==> config.mk <==
export PLATFORM = sky130hd
export DESIGN_NAME = axi4_stream_cap
export DESIGN_NICKNAME = d
export VERILOG_FILES = /design/src/rtl/axi4_stream_cap_pkg.sv /design/src/rtl/axi4_stream_rdy_gen.sv /design/src/rtl/axi4_stream_cap.sv
export SDC_FILE = /design/constraint.sdc
export NUM_CORES = 1
export LEC_CHECK = 0
export ABC_AREA = 0
export BUFFER_PORTS_ARGS = -buffer_cell sky130_fd_sc_hd__buf_4
export CELL_PAD_IN_SITES_DETAIL_PLACEMENT = 1
export CELL_PAD_IN_SITES_GLOBAL_PLACEMENT = 1
export CORE_UTILIZATION = 58
export CTS_BUF_LIST = sky130_fd_sc_hd__clkbuf_4 sky130_fd_sc_hd__clkbuf_8 sky130_fd_sc_hd__clkbuf_16
export DETAILED_ROUTE_END_ITERATION = 10
export GPL_TIMING_DRIVEN = 0
export PLACE_DENSITY_LB_ADDON = 0.1
export SYNTH_ARGS = -nofsm -noshare
export SYNTH_HDL_FRONTEND = slang
export SYNTH_SLANG_ARGS = --single-unit
==> constraint.sdc <==
create_clock -name ACLK -period 7 [get_ports ACLK]
set_input_delay 0.7 -clock ACLK [delete_from_list [all_inputs] [get_ports ACLK]]
set_output_delay 0.7 -clock ACLK [all_outputs]
set_load 0.005 [all_outputs]
==> src/rtl/axi4_stream_cap_pkg.sv <==
// Shared types and constants for the AXI4-Stream capture sink.
// Ready-mode encoding and the LFSR used for pseudo-random backpressure.
package axi4_stream_cap_pkg;

  typedef enum logic [1:0] {
    RDY_ALWAYS   = 2'd0,
    RDY_NEVER    = 2'd1,
    RDY_PERIODIC = 2'd2,
    RDY_RANDOM   = 2'd3
  } rdy_mode_e;

  localparam int LFSR_W = 16;
  // Galois form of x^16+x^14+x^13+x^11+1, shifting right
  localparam logic [LFSR_W-1:0] LFSR_POLY = 16'hB400;
  localparam logic [LFSR_W-1:0] LFSR_SEED = 16'hACE1;

  function automatic logic [LFSR_W-1:0] lfsr_step(input logic [LFSR_W-1:0] s);
    logic [LFSR_W-1:0] nxt;
    nxt = s >> 1;
    if (s[0]) begin
      nxt = nxt ^ LFSR_POLY;
    end else begin
      nxt = nxt;
    end
    return nxt;
  endfunction

endpackage

==> src/rtl/axi4_stream_rdy_gen.sv <==
// TREADY pattern generator: always/never, periodic duty cycle, or LFSR bit 0.
// The period counter free-runs in every mode so mode switches do not re-phase it.
module axi4_stream_rdy_gen
  import axi4_stream_cap_pkg::*;
(
  input  logic       ACLK,
  input  logic       ARESETn,
  input  logic       ctl_clr,
  input  logic [1:0] ctl_mode,
  input  logic [7:0] ctl_per,
  input  logic [7:0] ctl_on,
  output logic       gen
);

  rdy_mode_e         mode_s;
  logic [7:0]        per_cnt_r;
  logic [LFSR_W-1:0] lfsr_r;

  assign mode_s = rdy_mode_e'(ctl_mode);

  // Period counter and LFSR state
  always_ff @(posedge ACLK) begin
    if (!ARESETn) begin
      per_cnt_r <= 8'd0;
      lfsr_r    <= LFSR_SEED;
    end else if (ctl_clr) begin
      per_cnt_r <= 8'd0;
      lfsr_r    <= LFSR_SEED;
    end else begin
      // >= so that shrinking ctl_per below the current count still wraps
      per_cnt_r <= (per_cnt_r >= ctl_per) ? 8'd0 : per_cnt_r + 8'd1;
      if (mode_s == RDY_RANDOM) begin
        lfsr_r <= lfsr_step(lfsr_r);
      end else begin
        lfsr_r <= lfsr_r;
      end
    end
  end

  // Mode decode
  always_comb begin
    gen = 1'b0;
    case (mode_s)
      RDY_ALWAYS:   gen = 1'b1;
      RDY_NEVER:    gen = 1'b0;
      RDY_PERIODIC: gen = (per_cnt_r < ctl_on);
      RDY_RANDOM:   gen = lfsr_r[0];
      default:      gen = 1'b0;
    endcase
  end

endmodule

==> src/rtl/axi4_stream_cap.sv <==
// AXI4-Stream capture sink: stores accepted beats in a dual-port buffer
// readable by address, with beat/packet counters and overflow status.
module axi4_stream_cap
  import axi4_stream_cap_pkg::*;
#(
  parameter int DN = 1,
  parameter int DW = 8,
  parameter int AW = 6
) (
  input  logic             ACLK,
  input  logic             ARESETn,
  input  logic [DN*DW-1:0] TDATA,
  input  logic [DN-1:0]    TKEEP,
  input  logic             TLAST,
  input  logic             TVALID,
  output logic             TREADY,
  input  logic [1:0]       ctl_mode,
  input  logic [7:0]       ctl_per,
  input  logic [7:0]       ctl_on,
  input  logic             ctl_wrap,
  input  logic             ctl_clr,
  input  logic [AW-1:0]    rd_adr,
  output logic [DN*DW-1:0] rd_dat,
  output logic [DN-1:0]    rd_kep,
  output logic             rd_lst,
  output logic [AW:0]      sts_cnt,
  output logic [AW-1:0]    sts_wp,
  output logic [15:0]      sts_pkt,
  output logic             sts_ovf
);

  localparam int DEPTH = 2 ** AW;
  localparam int WD    = DN * DW + DN + 1;
  localparam logic [AW:0] FULL_C = (AW + 1)'(DEPTH);

  logic [WD-1:0] mem_r [DEPTH];
  logic [WD-1:0] rd_q_r;
  logic          tready_r;
  logic [AW:0]   cnt_r;
  logic [AW:0]   cnt_nxt_s;
  logic [AW-1:0] wp_r;
  logic [15:0]   pkt_r;
  logic          ovf_r;
  logic          gen_s;
  logic          full_s;
  logic          wr_en_s;

  axi4_stream_rdy_gen u_rdy_gen (
    .ACLK     (ACLK),
    .ARESETn  (ARESETn),
    .ctl_clr  (ctl_clr),
    .ctl_mode (ctl_mode),
    .ctl_per  (ctl_per),
    .ctl_on   (ctl_on),
    .gen      (gen_s)
  );

  assign full_s  = (cnt_r == FULL_C);
  // Beats coinciding with reset or clear are dropped, never stored
  assign wr_en_s = TVALID & tready_r & ARESETn & ~ctl_clr & (ctl_wrap | ~full_s);

  // Occupancy after the current cycle's transfer, saturating at DEPTH
  always_comb begin
    cnt_nxt_s = cnt_r;
    if (wr_en_s && !full_s) begin
      cnt_nxt_s = cnt_r + (AW + 1)'(1);
    end else begin
      cnt_nxt_s = cnt_r;
    end
  end

  // Pointers, counters, status and the TREADY flop
  always_ff @(posedge ACLK) begin
    if (!ARESETn) begin
      tready_r <= 1'b0;
      cnt_r    <= '0;
      wp_r     <= '0;
      pkt_r    <= 16'd0;
      ovf_r    <= 1'b0;
    end else if (ctl_clr) begin
      tready_r <= 1'b0;
      cnt_r    <= '0;
      wp_r     <= '0;
      pkt_r    <= 16'd0;
      ovf_r    <= 1'b0;
    end else begin
      tready_r <= gen_s & ~(~ctl_wrap & (cnt_nxt_s == FULL_C));
      cnt_r    <= cnt_nxt_s;
      if (wr_en_s) begin
        wp_r <= wp_r + AW'(1);
      end
      if (wr_en_s && TLAST && (pkt_r != 16'hFFFF)) begin
        pkt_r <= pkt_r + 16'd1;
      end
      if (wr_en_s && full_s) begin
        ovf_r <= 1'b1;
      end
    end
  end

  // Buffer write port
  always_ff @(posedge ACLK) begin
    if (wr_en_s) begin
      mem_r[wp_r] <= {TDATA, TKEEP, TLAST};
    end
  end

  // Buffer read port, read-before-write on address collision
  always_ff @(posedge ACLK) begin
    rd_q_r <= mem_r[rd_adr];
  end

  assign TREADY  = tready_r;
  assign rd_dat  = rd_q_r[WD-1 -: DN*DW];
  assign rd_kep  = rd_q_r[DN:1];
  assign rd_lst  = rd_q_r[0];
  assign sts_cnt = cnt_r;
  assign sts_wp  = wp_r;
  assign sts_pkt = pkt_r;
  assign sts_ovf = ovf_r;

endmodule

==> reports/metrics.csv <==
metric;value;unit
failing checks;design-rule violations;
Mapped Area;27700;um2
first-pass GRT wire length;104;mm
HP Start;ctl_mode[0];
status;finished, violations left;
Worst-Margin Slew;1.20;ns
total track usage;30.5;%
clock latency on the worst-skew pair;0.62;ns
Post-route DRC;8;
layout cell share with drive strength beyond 1;23.2;%
Syn Nets;1516;
Leak Pwr;10.1;nW
crit path time final;3.88;ns
CTS tree;done;
number of enable flip-flop cells after synthesis;640;
Non-Filler Instances;2263;
Setup Buffers After CTS;0;
RD Place Congestion;0.911;
crit path kind;reg2reg;
Crit path largest cell delay;1.24;ns
Cells after Synth;1457;
Required @ worst endpoint;7.22;ns
TNS Setup;0;ns
Starting Density;59.2;%
CP Cell Sequence;inv_1 > ha_1 > nor4bb_4 > a31oi_4 > nand4b_1 > nor2_1;
num ports;80;
total wire length;71.2;mm
Avg Inst Size Synth;19.0;um2
Synth cell types;57;
Area Growth Syn to Fin;13.0;%
Vias;14852;
worst-path fanout max;10;
footprint of the multi-input gates;6710;um2
register area share after synthesis;74.0;%
post-DP HPWL;44.6;mm
final hold vios;0;
Buffers on Ports;73;
width of the die;221;um
Sequential Area;20500;um2
Async S/R FF share, synth;0;%
Max Transition Viols Final;0;
die area;48700;um2
Post-CTS Resized;0;
Worst-path clk slew;0.06;ns
R2R Path Start;sts_cnt[0];
grt ovf;0;
largest net degree at the start of global routing;67;
fill count;3926;
num rows;79;
Placeable Area;46900;um2
Synth Warn #;0;
Main synth FF type;edfxtp_1;
CTS Sinks;705;
Routed WL per cell;31.4;um
Worst setup EP type;flip-flop;
depth of the CTS H-tree;3;
final setup skew;0.0261;ns
number of max-cap violations;0;
Max VDD drop;0.000192;V
Die Y;221;um
initial antenna violation count;1;
Critical Path AT;4.10;ns
post-cts hold buffer count;0;
CTS root buf;clkbuf_16;
Longest Clk Path Bufs;3;
Vias/cell;6.56;
Hold Crit Class;in2reg;
RSZ-0062 raised after global routing;false;
Rel. slew slack;20.0;%
Critical-path top delay cell;nor2_1;
CTS buffer count;71;
crit path from;sts_cnt[0];
DRT iter0 DRCs;1702;
Antenna Nets Post-Route;0;
fin crit share;55.5;%
Cell Pwr Density;280;nW/um2
CP startpoint kind;flip-flop;
vias in the first global route;15639;
DRT Pass-1 Iters;10;
fmax;258;MHz
Placed Cells;2137;
Yosys reg bits;705;
final setup vio count;0;
fin nets;1662;
-- area by class of cell --
type / instances / share of cell area, %
tap: 607 / 2.43
sequential: 705 / 65.6
clock inverter: 43 / 1.19
multi-input combinational: 653 / 21.4
inverter: 21 / 0.252
timing repair buffer: 73 / 1.75
buffer: 78 / 1.31
clock buffer: 81 / 6.08
antenna: 2 / 0.0160
-- flip-flops by register name, indices dropped and copies added, names as in the netlist --
signal / count
TREADY: 1
sts_wp: 6
mem_r: 640
u_rdy_gen.per_cnt_r: 8
u_rdy_gen.lfsr_r: 16
sts_pkt: 16
rd_q_r: 10
sts_ovf: 1
sts_cnt: 7
-- per-stage QoR --
| stage | hold WS (ns) | total power [W] | instance area, um2 | worst slack [ns] | utilization, % |
|---|---|---|---|---|---|
| global placement | 0.442 | 0.00509 | 29000 | 3.15 | 61.9 |
| floorplan | 0.432 | 0.00491 | 27700 | 4.35 | - |
| CTS | 0.362 | 0.00881 | 31300 | 3.15 | 66.8 |
| detailed placement | 0.451 | 0.00511 | 29000 | 3.03 | 61.9 |
| finish | 0.392 | 0.00877 | 31300 | 3.12 | 66.8 |
| global route | 0.394 | 0.00896 | 31300 | 3.06 | 66.8 |
-- cell usage in the layout, fill, tap and decap left out, types with 8 or more instances in the layout --
cell and instances:
a21oi_1 34, nand2b_1 18, mux4_2 159, o221ai_1 19
nor2_1 115, buf_2 15, o22a_1 9, clkbuf_1 40
o22ai_1 9, ha_1 20, a22oi_1 10, xnor2_1 12
inv_1 21, clkinv_1 18, mux2i_1 21, a31oi_1 13
edfxtp_1 640, a32o_1 8, clkinv_2 11, o21ai_0 13
nand2_1 50, dfxtp_1 65, buf_4 77, nand3_1 33
nor2b_1 8, nand4_1 12, clkbuf_16 74, xor2_1 20
buf_6 11
-- where the power goes --
part | switching (W) | total (W) | internal (W)
combinational | 0.000267 | 0.000419 | 0.000153
clock | 0.00158 | 0.00375 | 0.00217
sequential | 0.00000702 | 0.00460 | 0.00460
-- path summary, 6_finish.rpt --
| kind | depth (start not counted) | slack [ns] | to |
|---|---|---|---|
| worst max register to register | 6 | 3.12 | mem_r[13][4] |
| worst max-delay path | 6 | 3.12 | mem_r[13][4] |
| worst min-delay path | 3 | 0.39 | TREADY |
| worst min register to register | 2 | 0.46 | u_rdy_gen.lfsr_r[3] |
-- Yosys cell counts, types with 2 or more instances --
cell | instances | area (um2)
a2111oi_0 | 2 | 17.5
a211oi_1 | 6 | 45.0
a21o_1 | 7 | 52.6
a21oi_1 | 34 | 170
a21oi_2 | 2 | 17.5
a22oi_1 | 10 | 75.1
a31oi_1 | 13 | 81.3
a32o_1 | 8 | 80.1
and2_1 | 2 | 12.5
and3_1 | 4 | 25.0
and4_1 | 2 | 17.5
buf_1 | 7 | 26.3
buf_2 | 15 | 75.1
buf_4 | 4 | 30.0
buf_6 | 11 | 124
clkbuf_1 | 40 | 150
dfxtp_1 | 65 | 1300
edfxtp_1 | 640 | 19200
ha_1 | 20 | 250
inv_1 | 21 | 78.8
mux2i_1 | 21 | 210
mux4_2 | 159 | 3580
nand2_1 | 50 | 188
nand2b_1 | 18 | 113
nand3_1 | 33 | 165
nand3b_1 | 6 | 45.0
nand4_1 | 12 | 75.1
nand4b_1 | 2 | 17.5
nor2_1 | 115 | 432
nor2b_1 | 8 | 50.1
nor3_1 | 6 | 30.0
nor4_1 | 2 | 12.5
nor4_4 | 2 | 42.5
o211ai_1 | 3 | 22.5
o21ai_0 | 13 | 65.1
o21ai_1 | 5 | 25.0
o221ai_1 | 19 | 166
o22a_1 | 9 | 78.8
o22ai_1 | 9 | 56.3
o31ai_1 | 2 | 15.0
or3_1 | 4 | 25.0
xnor2_1 | 12 | 105
xor2_1 | 20 | 175
-- worst max-delay path, delay by kind of cell, from the launching register on --
kind                       cells  cell delay, ns
adders and majority gates      1            0.20
DFF                            1            0.51
buffers and inverters          1            0.08
and+or+nand+nor                3            2.27
AOI/OAI and AO/OA              1            0.42
-- routing by layer --
| layer | track usage (%) | share of wire (%) | vias up |
|---|---|---|---|
| li1 | - | - | 6182 |
| met1 | 41.8 | 40 | 7782 |
| met2 | 49.0 | 49 | 718 |
| met3 | 5.69 | 7.4 | 168 |
| met4 | 12.2 | 4.2 | 2 |
| met5 | 0 | 0.018 | - |
-- logic make-up (layout without fill, tap and decap cells) --
group | after synthesis | count (layout) | share of synthesized area [%]
flip-flops | 705 | 705 | 74.0
adder cells (fa/ha/maj) | 20 | 20 | 0.903
multiplexers | 180 | 180 | 13.7
buffers and inverters | 99 | 296 | 1.77
AO/OA/AOI/OAI | 147 | 147 | 3.78
AND/OR/NAND/NOR | 274 | 274 | 4.82
XOR/XNOR | 32 | 32 | 1.01
other | 0 | 2 | 0
No activity file was read; power rests on OpenSTA's default activity.
